$ cat src/rtl/mem_port_arbiter_pkg.sv
// Shared definitions for the two-requester byte-RAM port arbiter.
// Latency: n/a (types and constants only).
// Backpressure: n/a.
package mem_port_arbiter_pkg;

    localparam int AW_DEF = 10;
    localparam int DW_DEF = 8;

    localparam logic PORT0 = 1'b0;
    localparam logic PORT1 = 1'b1;

    typedef enum logic {
        RD = 1'b0,
        WR = 1'b1
    } req_type_e;

    // Tag carried alongside an access through the issue and return stages.
    typedef struct packed {
        logic vld;   // an access occupies this stage
        logic port;  // PORT0 / PORT1
        logic rd;    // access is a read and will return data
    } tag_t;

endpackage

$ cat src/rtl/mem_port_arbiter_rr_arb2.sv
// 2-way round-robin grant generator; holds the priority pointer.
// Latency: grant is combinational from req; pointer moves at the next edge.
// Backpressure: none; a granted requester is assumed to take its grant.
//
// Ports: clk, reset (sync, active-high), req[1:0], advance (commit pointer
// move on a grant this cycle), gnt[1:0] (one-hot or zero).
module rr_arb2
    import mem_port_arbiter_pkg::*;
(
    input  logic       clk,
    input  logic       reset,
    input  logic [1:0] req,
    input  logic       advance,
    output logic [1:0] gnt
);

    // Port favoured when both request; reset favours port 0.
    logic ptr;

    always_comb begin
        gnt = 2'b00;
        if (req == 2'b11) begin
            gnt = (ptr == PORT1) ? 2'b10 : 2'b01;
        end else begin
            gnt = req;
        end
    end

    // After any grant the pointer moves to the port that did not win, so a
    // lone winner also loses priority for the next contended cycle.
    always_ff @(posedge clk) begin
        if (reset) begin
            ptr <= PORT0;
        end else if (advance && (gnt != 2'b00)) begin
            ptr <= gnt[0] ? PORT1 : PORT0;
        end
    end

endmodule

$ cat src/rtl/mem_port_arbiter.sv
// Shares one single-port byte RAM between two requesters, round-robin.
// Latency: ack in cycle N, RAM pins driven in N+1, read data/rvalid in N+2.
// Backpressure: req held until ack; losing requester waits at most one cycle.
//
// Ports: clk, reset (sync, active-high);
//   per requester X in {0,1}: reqX, weX, addrX, wdataX in; ackX, rvalidX,
//   rdataX out;
//   RAM side: mem_we, mem_addr, mem_di out; mem_do in (registered RAM output).
module mem_port_arbiter
    import mem_port_arbiter_pkg::*;
#(
    parameter int AW = AW_DEF,
    parameter int DW = DW_DEF
) (
    input  logic          clk,
    input  logic          reset,

    input  logic          req0,
    input  logic          we0,
    input  logic [AW-1:0] addr0,
    input  logic [DW-1:0] wdata0,
    output logic          ack0,
    output logic          rvalid0,
    output logic [DW-1:0] rdata0,

    input  logic          req1,
    input  logic          we1,
    input  logic [AW-1:0] addr1,
    input  logic [DW-1:0] wdata1,
    output logic          ack1,
    output logic          rvalid1,
    output logic [DW-1:0] rdata1,

    output logic          mem_we,
    output logic [AW-1:0] mem_addr,
    output logic [DW-1:0] mem_di,
    input  logic [DW-1:0] mem_do
);

    logic [1:0]    req_v;
    logic [1:0]    gnt;
    logic          any_gnt;
    logic          win_port;
    logic          win_we;
    logic [AW-1:0] win_addr;
    logic [DW-1:0] win_wdata;

    tag_t          iss_tag;
    tag_t          ret_tag;

    // Requests are masked during reset so no ack can leak out.
    assign req_v = {req1, req0} & {2{~reset}};

    rr_arb2 u_arb (
        .clk     (clk),
        .reset   (reset),
        .req     (req_v),
        .advance (~reset),
        .gnt     (gnt)
    );

    assign ack0    = gnt[0];
    assign ack1    = gnt[1];
    assign any_gnt = |gnt;

    assign win_port  = gnt[1] ? PORT1 : PORT0;
    assign win_we    = gnt[1] ? we1    : we0;
    assign win_addr  = gnt[1] ? addr1  : addr0;
    assign win_wdata = gnt[1] ? wdata1 : wdata0;

    // Issue stage drives the RAM pins; return stage lines up with mem_do.
    // Address/data hold on idle cycles so the RAM pins stay quiet.
    always_ff @(posedge clk) begin
        if (reset) begin
            mem_we   <= 1'b0;
            mem_addr <= '0;
            mem_di   <= '0;
            iss_tag  <= '0;
            ret_tag  <= '0;
        end else begin
            mem_we  <= any_gnt && (win_we == WR);
            if (any_gnt) begin
                mem_addr <= win_addr;
                mem_di   <= win_wdata;
            end
            iss_tag.vld  <= any_gnt;
            iss_tag.port <= win_port;
            iss_tag.rd   <= (win_we == RD);
            ret_tag      <= iss_tag;
        end
    end

    assign rvalid0 = ret_tag.vld && ret_tag.rd && (ret_tag.port == PORT0);
    assign rvalid1 = ret_tag.vld && ret_tag.rd && (ret_tag.port == PORT1);

    // Data is only meaningful alongside rvalid; both ports see the RAM output.
    assign rdata0 = mem_do;
    assign rdata1 = mem_do;

endmodule

$ cat config.mk
export PLATFORM = sky130hd
export DESIGN_NAME = mem_port_arbiter
export DESIGN_NICKNAME = d
export VERILOG_FILES = /design/src/rtl/mem_port_arbiter_pkg.sv /design/src/rtl/mem_port_arbiter_rr_arb2.sv /design/src/rtl/mem_port_arbiter.sv
export SDC_FILE = /design/constraint.sdc
export NUM_CORES = 1
export LEC_CHECK = 0
export CAP_MARGIN = 20
export CORE_ASPECT_RATIO = 0.6
export CORE_UTILIZATION = 35
export DETAILED_ROUTE_END_ITERATION = 12
export GPL_ROUTABILITY_DRIVEN = 1
export PLACE_DENSITY = 0.8
export SLEW_MARGIN = 20
export SYNTH_ARGS = -nofsm -noshare
export SYNTH_HDL_FRONTEND = slang
export SYNTH_HIERARCHICAL = 1
export SYNTH_SLANG_ARGS = --single-unit
$ cat constraint.sdc
create_clock -name clk -period 2.04 [get_ports clk]
set_clock_uncertainty 0.15 [all_clocks]
set_input_delay 0.408 -clock clk [delete_from_list [all_inputs] [get_ports clk]]
set_output_delay 0.408 -clock clk [all_outputs]
set_load 0.01 [all_outputs]
-- After elaboration in Yosys (flattened, before gate mapping)
Cells that the tools add are included.
- add/subtract/negate cells: 0
- multiply operators: 0
- divide/modulo/power cells: 0
- magnitude comparators: 0
- equal/unequal tests: 1
- shift operators: 0
- mux-type cells: 7
- bitwise gates (word level): 4
- reductions and logical operators: 7
- operator list (kind ; number):
    10-bit 2-to-1 mux ; 1
    8-bit 2-to-1 mux ; 1
    1-bit logical AND ; 5
    2-bit 2-to-1 mux ; 2
    1-bit 2-to-1 mux ; 3
    1-bit NOT ; 3
    2-bit bitwise AND ; 1
    2-bit equality test (second input constant) ; 1
    2-bit nonzero test ; 1
    2-bit OR reduction ; 1
- register bits after elaboration: 26
- bits in latches: 0
- bits in writable memories: 0
- ROM bits: 0
- input port bits: 50
- output and inout port bits: 39
- memories kept: 0

-- Logic depth before layout (Yosys ltp)
Gate-level depths: netlist of run 1.
- word-level depth: 6
- depth in mapped cells: 6
- depth with buffers taken out: 4

-- Hierarchy
Netlist of run 1, hierarchy kept.
- by module, submodules not included (module ; instances ; cells each ; area an instance (sq um)):
    mem_port_arbiter ; 1 ; 121 ; 1217.4
    rr_arb2 ; 1 ; 7 ; 65.1

-- Worst setup path before layout of run 1
OpenSTA, ideal clock, no wires.
- path kind: input to register
- from: input reset
- to: register mem_addr[6]
- setup time: 86 ps
- arrival: 1870 ps
- required time: 1804 ps
- setup slack: -66 ps
- stages: 6
- cells stage by stage: buf_2 -> nor2b_1 -> a21boi_0 -> inv_2 -> buf_2 -> a211oi_1
- word-level cells in the longest chain between the ends: 5
- ends and longest elaborated chain (element ; line ; text):
    start: declaration ; mem_port_arbiter.sv:16 ; input logic reset,
    1-bit NOT * ; mem_port_arbiter.sv:52 ; assign req_v = {req1, req0} & {2{~reset}};
    2-bit bitwise AND * ; mem_port_arbiter.sv:52 ;
    named net req_v[1] ; mem_port_arbiter.sv:40 ; logic [1:0] req_v;
    2-bit equality test ; mem_port_arbiter_rr_arb2.sv:22 ; if (req == 2'b11) begin
    2-bit 2-to-1 mux * ; mem_port_arbiter_rr_arb2.sv:22 ;
    named net ack1 ; mem_port_arbiter.sv:30 ; output logic ack1,
    10-bit 2-to-1 mux or 2-bit OR reduction (tied branches) ; mem_port_arbiter.sv:68, mem_port_arbiter.sv:64 ;
    end signal: assignment ; mem_port_arbiter.sv:83 ; mem_addr <= win_addr;
    end: declaration ; mem_port_arbiter.sv:35 ; output logic [AW-1:0] mem_addr,
Mark *: on every way through the listed nets, which the timed path passes. The rest lies on a longest branch.
A chain may end at the register's enable or synchronous reset.

-- Final worst setup path of run 1
- from: input req0
- to: output ack0
- word-level cells in the longest chain between the ends: 3
- ends and longest elaborated chain (element ; line ; text):
    start: declaration ; mem_port_arbiter.sv:18 ; input logic req0,
    2-bit bitwise AND * ; mem_port_arbiter.sv:52 ;
    named net req_v[0] ; mem_port_arbiter.sv:40 ;
    2-bit equality test ; mem_port_arbiter_rr_arb2.sv:22 ;
    2-bit 2-to-1 mux * ; mem_port_arbiter_rr_arb2.sv:22 ;
    end: declaration ; mem_port_arbiter.sv:22 ; output logic ack0,
Marks and branches as above.

==> flow_summary.json, run 1 <==
{
  "arrival_ps": 1420,
  "wirelength_mm": 3.10,
  "p_leak_nw": 0.715,
  "ir_drop_mv": 0.322,
  "setup_viol": 0,
  "swShare": 0.225,
  "endpoint_kind": "output pin",
  "r2r_setup_slack_ps": 440,
  "area_growth_pct": 50.2,
  "worst_slew_pin_slew_ps": 387,
  "synth_cells": 128,
  "p_clk_frac": 0.335,
  "powerDensity_mw_per_mm2": 660,
  "synthArstFlopShare": 0,
  "first_iter_violations": 37,
  "p_comb_frac": 0.222,
  "hold_path_class": "flip-flop to flip-flop",
  "grt_pass1_wl_mm": 4.99,
  "worstSkewPairLatency_ps": 270,
  "postRouteAntennaNets": 0,
  "critPathLaunch": "req0",
  "grt-ovfl-total": 0,
  "multiInputGateArea_um2": 604,
  "cts_setup_buffers": 0,
  "route.detailed.drc": 0,
  "layout-drive-gt1-share": 0.119,
  "routed_via_density": 4.71,
  "start_util": 0.379,
  "dpl_cell_area_mm2": 0.00184,
  "rsz0062_at_grt": "no",
  "critPathMaxStageDelay_ps": 450,
  "ys_seq_elements": 26,
  "htree_levels": 1,
  "seq_power_share": 0.443,
  "clockBufferDepth": 2,
  "grt_use_total": 0.165,
  "gp_congestion": 0.760,
  "synth_ff_type": "dfxtp_1",
  "slowest_stage": "clkdlybuf4s50_1",
  "seq_area_frac_synth": 0.406,
  "wl_per_cell_um": 14.0,
  "cp_max_fo": 3,
  "clock-root-buffer": "clkbuf_8",
  "dieArea_mm2": 0.00392,
  "dr_total_vias": 1042,
  "clock-sinks": 26,
  "reg2regPathDepth": 5,
  "synthTopCellsByArea": "dfxtp_1 41%, mux2i_1 14%, nor2b_1 11%",
  "hpwl_mm": 2.24,
  "rows": 16,
  "die_w_um": 80.1,
  "slew_headroom": 0.741,
  "syn_nets": 178,
  "synth_common_cells": "26 x dfxtp_1, 23 x nor2b_1, 18 x mux2i_1",
  "synth_top_area_frac": 0.406,
  "yosys.cell_count.top_type": "dfxtp_1",
  "clkTransAtPathRegs_ps": 90,
  "first_global_vias": 1066,
  "syn_area_per_cell_um2": 10.0,
  "critPathRequiredTime_ps": 1480,
  "path_class": "input port to output pin",
  "num_io_pins": 89,
  "cts_tree": "yes",
  "synth_edf_count": 0,
  "intPower_uw": 984,
  "cp_cell_sequence": "clkdlybuf4s50_1, nor2b_4, a21boi_2, buf_2",
  "dr.pass1.iters": 3,
  "drv_slew": 0,
  "numCtsBuffers": 3,
  "synth_top_area_cell": "dfxtp_1",
  "fin_crit_sh": 0.970,
  "final_net_count": 227,
  "timing.final.crit_period_ps": 1980,
  "synth_cell_types": 20,
  "antenna_found_initial": 0,
  "netlist_area_mm2": 0.00128,
  "min-delay-start": "iss_tag[1]",
  "hold_depth": 1,
  "regToRegEndpoint": "mem_di[6]",
  "p_total_mw": 1.27,
  "cts_hold_buf": 0,
  "grt_max_degree": 27,
  "die_h_um": 48.9,
  "port_buffers": 64,
  "cp-start-kind": "input port",
  "fmax_ghz": 0.505,
  "r2r_start": "u_arb/ptr",
  "whs_endpoint": "ret_tag[1]",
  "switching_power_uw": 287,
  "yosysWarnings": 6,
  "seqCellArea_um2": 520,
  "outcome": "complete, no violations",
  "antenna_cells": 0,
  "n_fill_cell": 293,
  "drv_cap": 0,
  "core-area_mm2": 0.00338,
  "cts_resized": 10,
  "hold_viol": 0,
  "fin_area_mm2": 0.00193
}
[sequential cells by signal, summed over array words and instances, names as in the netlist]
register / cells
mem_addr: 10
u_arb/ptr: 1
ret_tag: 3
mem_we: 1
mem_di: 8
iss_tag: 3
[cells by family after synthesis]
group,Yosys count,share of synthesized area
buf+inv,27,0.142
mux,18,0.140
simple gates,34,0.156
flops,26,0.406
compound gates,23,0.155
[worst max-delay path by stage]
| stage | slack, ps | to |
|---|---|---|
| after CTS | 10 | ack1 |
| after global routing | 5 | ack0 |
| after floorplan | 120 | mem_addr[6] |
| final | 60 | ack0 |
| after detailed placement | -370 | ack0 |
| after global placement | -360 | ack1 |
[metrics by stage]
step | hold slack (ps) | setup slack, ps | cells | TNS (ps) | utilization
after floorplan | 264 | 122 | 128 | 0 | -
after global placement | 271 | -355 | 217 | -3690 | 0.544
after detailed placement | 283 | -367 | 217 | -5100 | 0.544
after CTS | 305 | 13.5 | 221 | 0 | 0.569
after global routing | 314 | 4.95 | 221 | 0 | 0.570
final | 299 | 60.3 | 221 | 0 | 0.570
[final cells by class]
| cell class | count | share of cell area |
|---|---|---|
| tap | 45 | 0.0292 |
| clock buffer | 3 | 0.0214 |
| inverter | 3 | 0.00584 |
| multi-input combinational | 75 | 0.314 |
| sequential | 26 | 0.270 |
| timing repair buffer | 68 | 0.344 |
| clock inverter | 1 | 0.0156 |
[placed cells by master (no fill, tap or decap)]
| master | instances |
|---|---|
| a211oi_1 | 13 |
| a211oi_2 | 5 |
| a21bo_1 | 1 |
| a21boi_2 | 1 |
| a21boi_4 | 1 |
| a21oi_1 | 1 |
| a21oi_2 | 1 |
| and3_1 | 2 |
| buf_2 | 2 |
| buf_4 | 3 |
| buf_6 | 1 |
| bufinv_16 | 1 |
| clkbuf_8 | 3 |
| clkdlybuf4s50_1 | 61 |
| dfxtp_1 | 26 |
| dlygate4sd2_1 | 1 |
| inv_1 | 2 |
| inv_2 | 1 |
| mux2i_1 | 18 |
| nand2_1 | 2 |
| nand2b_1 | 1 |
| nand3b_1 | 2 |
| nor2_1 | 4 |
| nor2b_1 | 21 |
| nor2b_2 | 1 |
| nor2b_4 | 1 |
[critical path, delay by kind of cell]
family | cells | cell delay, ps
buffers and inverters | 2 | 610
AOI/OAI and AO/OA | 1 | 220
and+or+nand+nor | 1 | 180
[metal layers]
| layer | wire length, um | vias up | global-route usage |
|---|---|---|---|
| met5 | 0 | - | 0 |
| met4 | 43 | 0 | 0.0625 |
| met3 | 145 | 9 | 0.0411 |
| met2 | 1590 | 26 | 0.293 |
| met1 | 1320 | 488 | 0.191 |
| li1 | - | 519 | - |
[power groups by stage]
stage	clock (mW)	sequential, mW	combinational [mW]
2_1_floorplan	0	0.587	0.137
6_report	0.426	0.563	0.282
3_3_place_gp	0	0.572	0.274
3_5_place_dp	0	0.575	0.281
4_1_cts	0.435	0.563	0.284
5_1_grt	0.465	0.568	0.301
Power figures use the tool's default switching activity.
==> inputs of run 2 (changes only) <==
--- a/config.mk
+++ b/config.mk
@@ -11,7 +11,7 @@
 export DETAILED_ROUTE_END_ITERATION = 12
 export GPL_ROUTABILITY_DRIVEN = 1
 export PLACE_DENSITY = 0.8
-export SLEW_MARGIN = 20
+export SKIP_LAST_GASP = 1
 export SYNTH_ARGS = -nofsm -noshare
 export SYNTH_HDL_FRONTEND = slang
 export SYNTH_HIERARCHICAL = 1
==> run 2 against run 1 <==
Net effect:
- first-iteration DRC count rose by 16%
- design area is essentially flat
- register-to-register slack is essentially flat
- critical path depth stayed put
- core utilization hardly changed
- maximum frequency shrank 0.77%
- combinational power hardly changed
- worst hold slack lost 2.0 ps
- clock power hardly changed
- via count rose by 0.29%
- count of clock-buffer cells in the layout did not move
- critical endpoint is now ack1
- largest power group unchanged
==> flow_summary.json, run 2 (same netlist as run 1, synthesis figures left out) <==
{
  "clock-root-buffer": "clkbuf_8",
  "powerDensity_mw_per_mm2": 660,
  "postRouteAntennaNets": 0,
  "critPathRequiredTime_ps": 1480,
  "path_class": "input port to output pin",
  "ir_drop_mv": 0.322,
  "final_net_count": 227,
  "grt_use_total": 0.165,
  "timing.final.crit_period_ps": 2000,
  "htree_levels": 1,
  "reg2regPathDepth": 5,
  "grt_pass1_wl_mm": 4.99,
  "antenna_found_initial": 0,
  "worstSkewPairLatency_ps": 270,
  "swShare": 0.225,
  "largest_register": "mem_addr",
  "p_clk_frac": 0.335,
  "switching_power_uw": 286,
  "dp.cells": 217,
  "first_iter_violations": 43,
  "hpwl_mm": 2.24,
  "slew_headroom": 0.741,
  "largest_reg_flops": 10,
  "endpoint_kind": "output pin",
  "die_w_um": 80.1,
  "worst_slew_pin_slew_ps": 388,
  "routed_via_density": 4.73,
  "numCtsBuffers": 3,
  "die_h_um": 48.9,
  "grt-ovfl-total": 0,
  "setup_viol": 0,
  "rows": 16,
  "wl_per_cell_um": 14.0,
  "p_total_mw": 1.27,
  "hold_depth": 1,
  "route.detailed.drc": 0,
  "area_growth_pct": 50.1,
  "clockBufferDepth": 2,
  "seq_power_share": 0.443,
  "antenna_cells": 0,
  "start_util": 0.379,
  "dr.pass1.iters": 3,
  "drv_cap": 0,
  "outcome": "complete, no violations",
  "first_global_vias": 1066,
  "rsz0062_at_grt": "yes",
  "intPower_uw": 984,
  "cts_tree": "yes",
  "fin_crit_sh": 0.978,
  "cts_setup_buffers": 0,
  "layout.cells.non_filler": 221,
  "dr_total_vias": 1045,
  "gp_congestion": 0.760,
  "hold_viol": 0,
  "arrival_ps": 1440,
  "reg_top3": "mem_addr: 10 flops, mem_di: 8 flops",
  "seqCellArea_um2": 520,
  "clkTransAtPathRegs_ps": 90,
  "final_util": 0.569,
  "dieArea_mm2": 0.00392,
  "cp_max_fo": 2,
  "final_common_cell": "clkdlybuf4s50_1",
  "cp-start-kind": "input port",
  "clock-sinks": 26,
  "p_comb_frac": 0.222,
  "n_fill_cell": 293,
  "layout-drive-gt1-share": 0.119,
  "cts_hold_buf": 0,
  "port_buffers": 64,
  "core-area_mm2": 0.00338,
  "final_cell_mix": "61 x clkdlybuf4s50_1, 26 x dfxtp_1, 21 x nor2b_1",
  "num_io_pins": 89,
  "fmax_ghz": 0.501,
  "wirelength_mm": 3.11,
  "drv_slew": 0,
  "multiInputGateArea_um2": 597,
  "p_leak_nw": 0.712,
  "hold_path_class": "flip-flop to flip-flop",
  "grt_max_degree": 27
}
==> run 2: cell count changes in the layout (fill, tap and decap cells not counted), sizes merged <==
cell,delta
buf,-1
clkdlybuf4s15,+1
==> run 2: cell type report <==
cell class	instances	share of cell area
Timing Repair Buffer	68	0.348
Multi-Input combinational cell	75	0.310
Inverter	3	0.00585
Clock buffer	3	0.0214
Clock inverter	1	0.0156
Tap cell	45	0.0292
Sequential cell	26	0.270
==> run 2: metal layers <==
layer	track usage	vias up	share of wire
met3	0.0411	9	0.047
met2	0.293	26	0.51
met5	0	-	0
met1	0.191	490	0.43
met4	0.0625	0	0.014
li1	-	520	-
==> run 2: final timing paths <==
path                                 start          to  slack, ps
worst min register to register  iss_tag[1]  ret_tag[1]        300
worst max register to register   u_arb/ptr   mem_di[6]        430
worst max-delay path                  req1        ack1         40
worst min-delay path            iss_tag[1]  ret_tag[1]        300
==> run 2: stage by stage <==
step | cell area, um^2 | TNS, ps | hold WS [ps] | setup slack [ps]
final | 1930 | 0 | 297 | 44.9
after global placement | 1840 | -3690 | 271 | -355
after floorplan | 1280 | 0 | 264 | 122
after CTS | 1930 | 0 | 305 | 13.5
after global routing | 1930 | -23.1 | 314 | -23.1
after detailed placement | 1840 | -5100 | 283 | -367
==> run 2: power by group through the flow <==
| stage | Combinational, mW | Sequential, mW | Clock, mW |
|---|---|---|---|
| 2_1_floorplan | 0.137 | 0.587 | 0 |
| 3_3_place_gp | 0.274 | 0.572 | 0 |
| 3_5_place_dp | 0.281 | 0.575 | 0 |
| 4_1_cts | 0.284 | 0.563 | 0.435 |
| 5_1_grt | 0.300 | 0.568 | 0.465 |
| 6_report | 0.282 | 0.563 | 0.426 |
==> run 2: timing repair <==
item                                    CTS  global route
endpoints found under the setup margin    2             7
gates cloned                              0             0
resized for setup                        10             3
==> run 2: critical path, cell delays in order <==
cell and delay, ps:
clkdlybuf4s50_1 440, nor2b_2 140, a21boi_2 200, clkdlybuf4s15_2 250
==> inputs of run 3 (changes only) <==
--- a/config.mk
+++ b/config.mk
@@ -5,9 +5,9 @@
 export SDC_FILE = /design/constraint.sdc
 export NUM_CORES = 1
 export LEC_CHECK = 0
-export CAP_MARGIN = 20
 export CORE_ASPECT_RATIO = 0.6
 export CORE_UTILIZATION = 35
+export CTS_CLUSTER_SIZE = 10
 export DETAILED_ROUTE_END_ITERATION = 12
 export GPL_ROUTABILITY_DRIVEN = 1
 export PLACE_DENSITY = 0.8
==> results of run 3 <==
No change in the layout: final DEF, timing and power equal those of run 2.
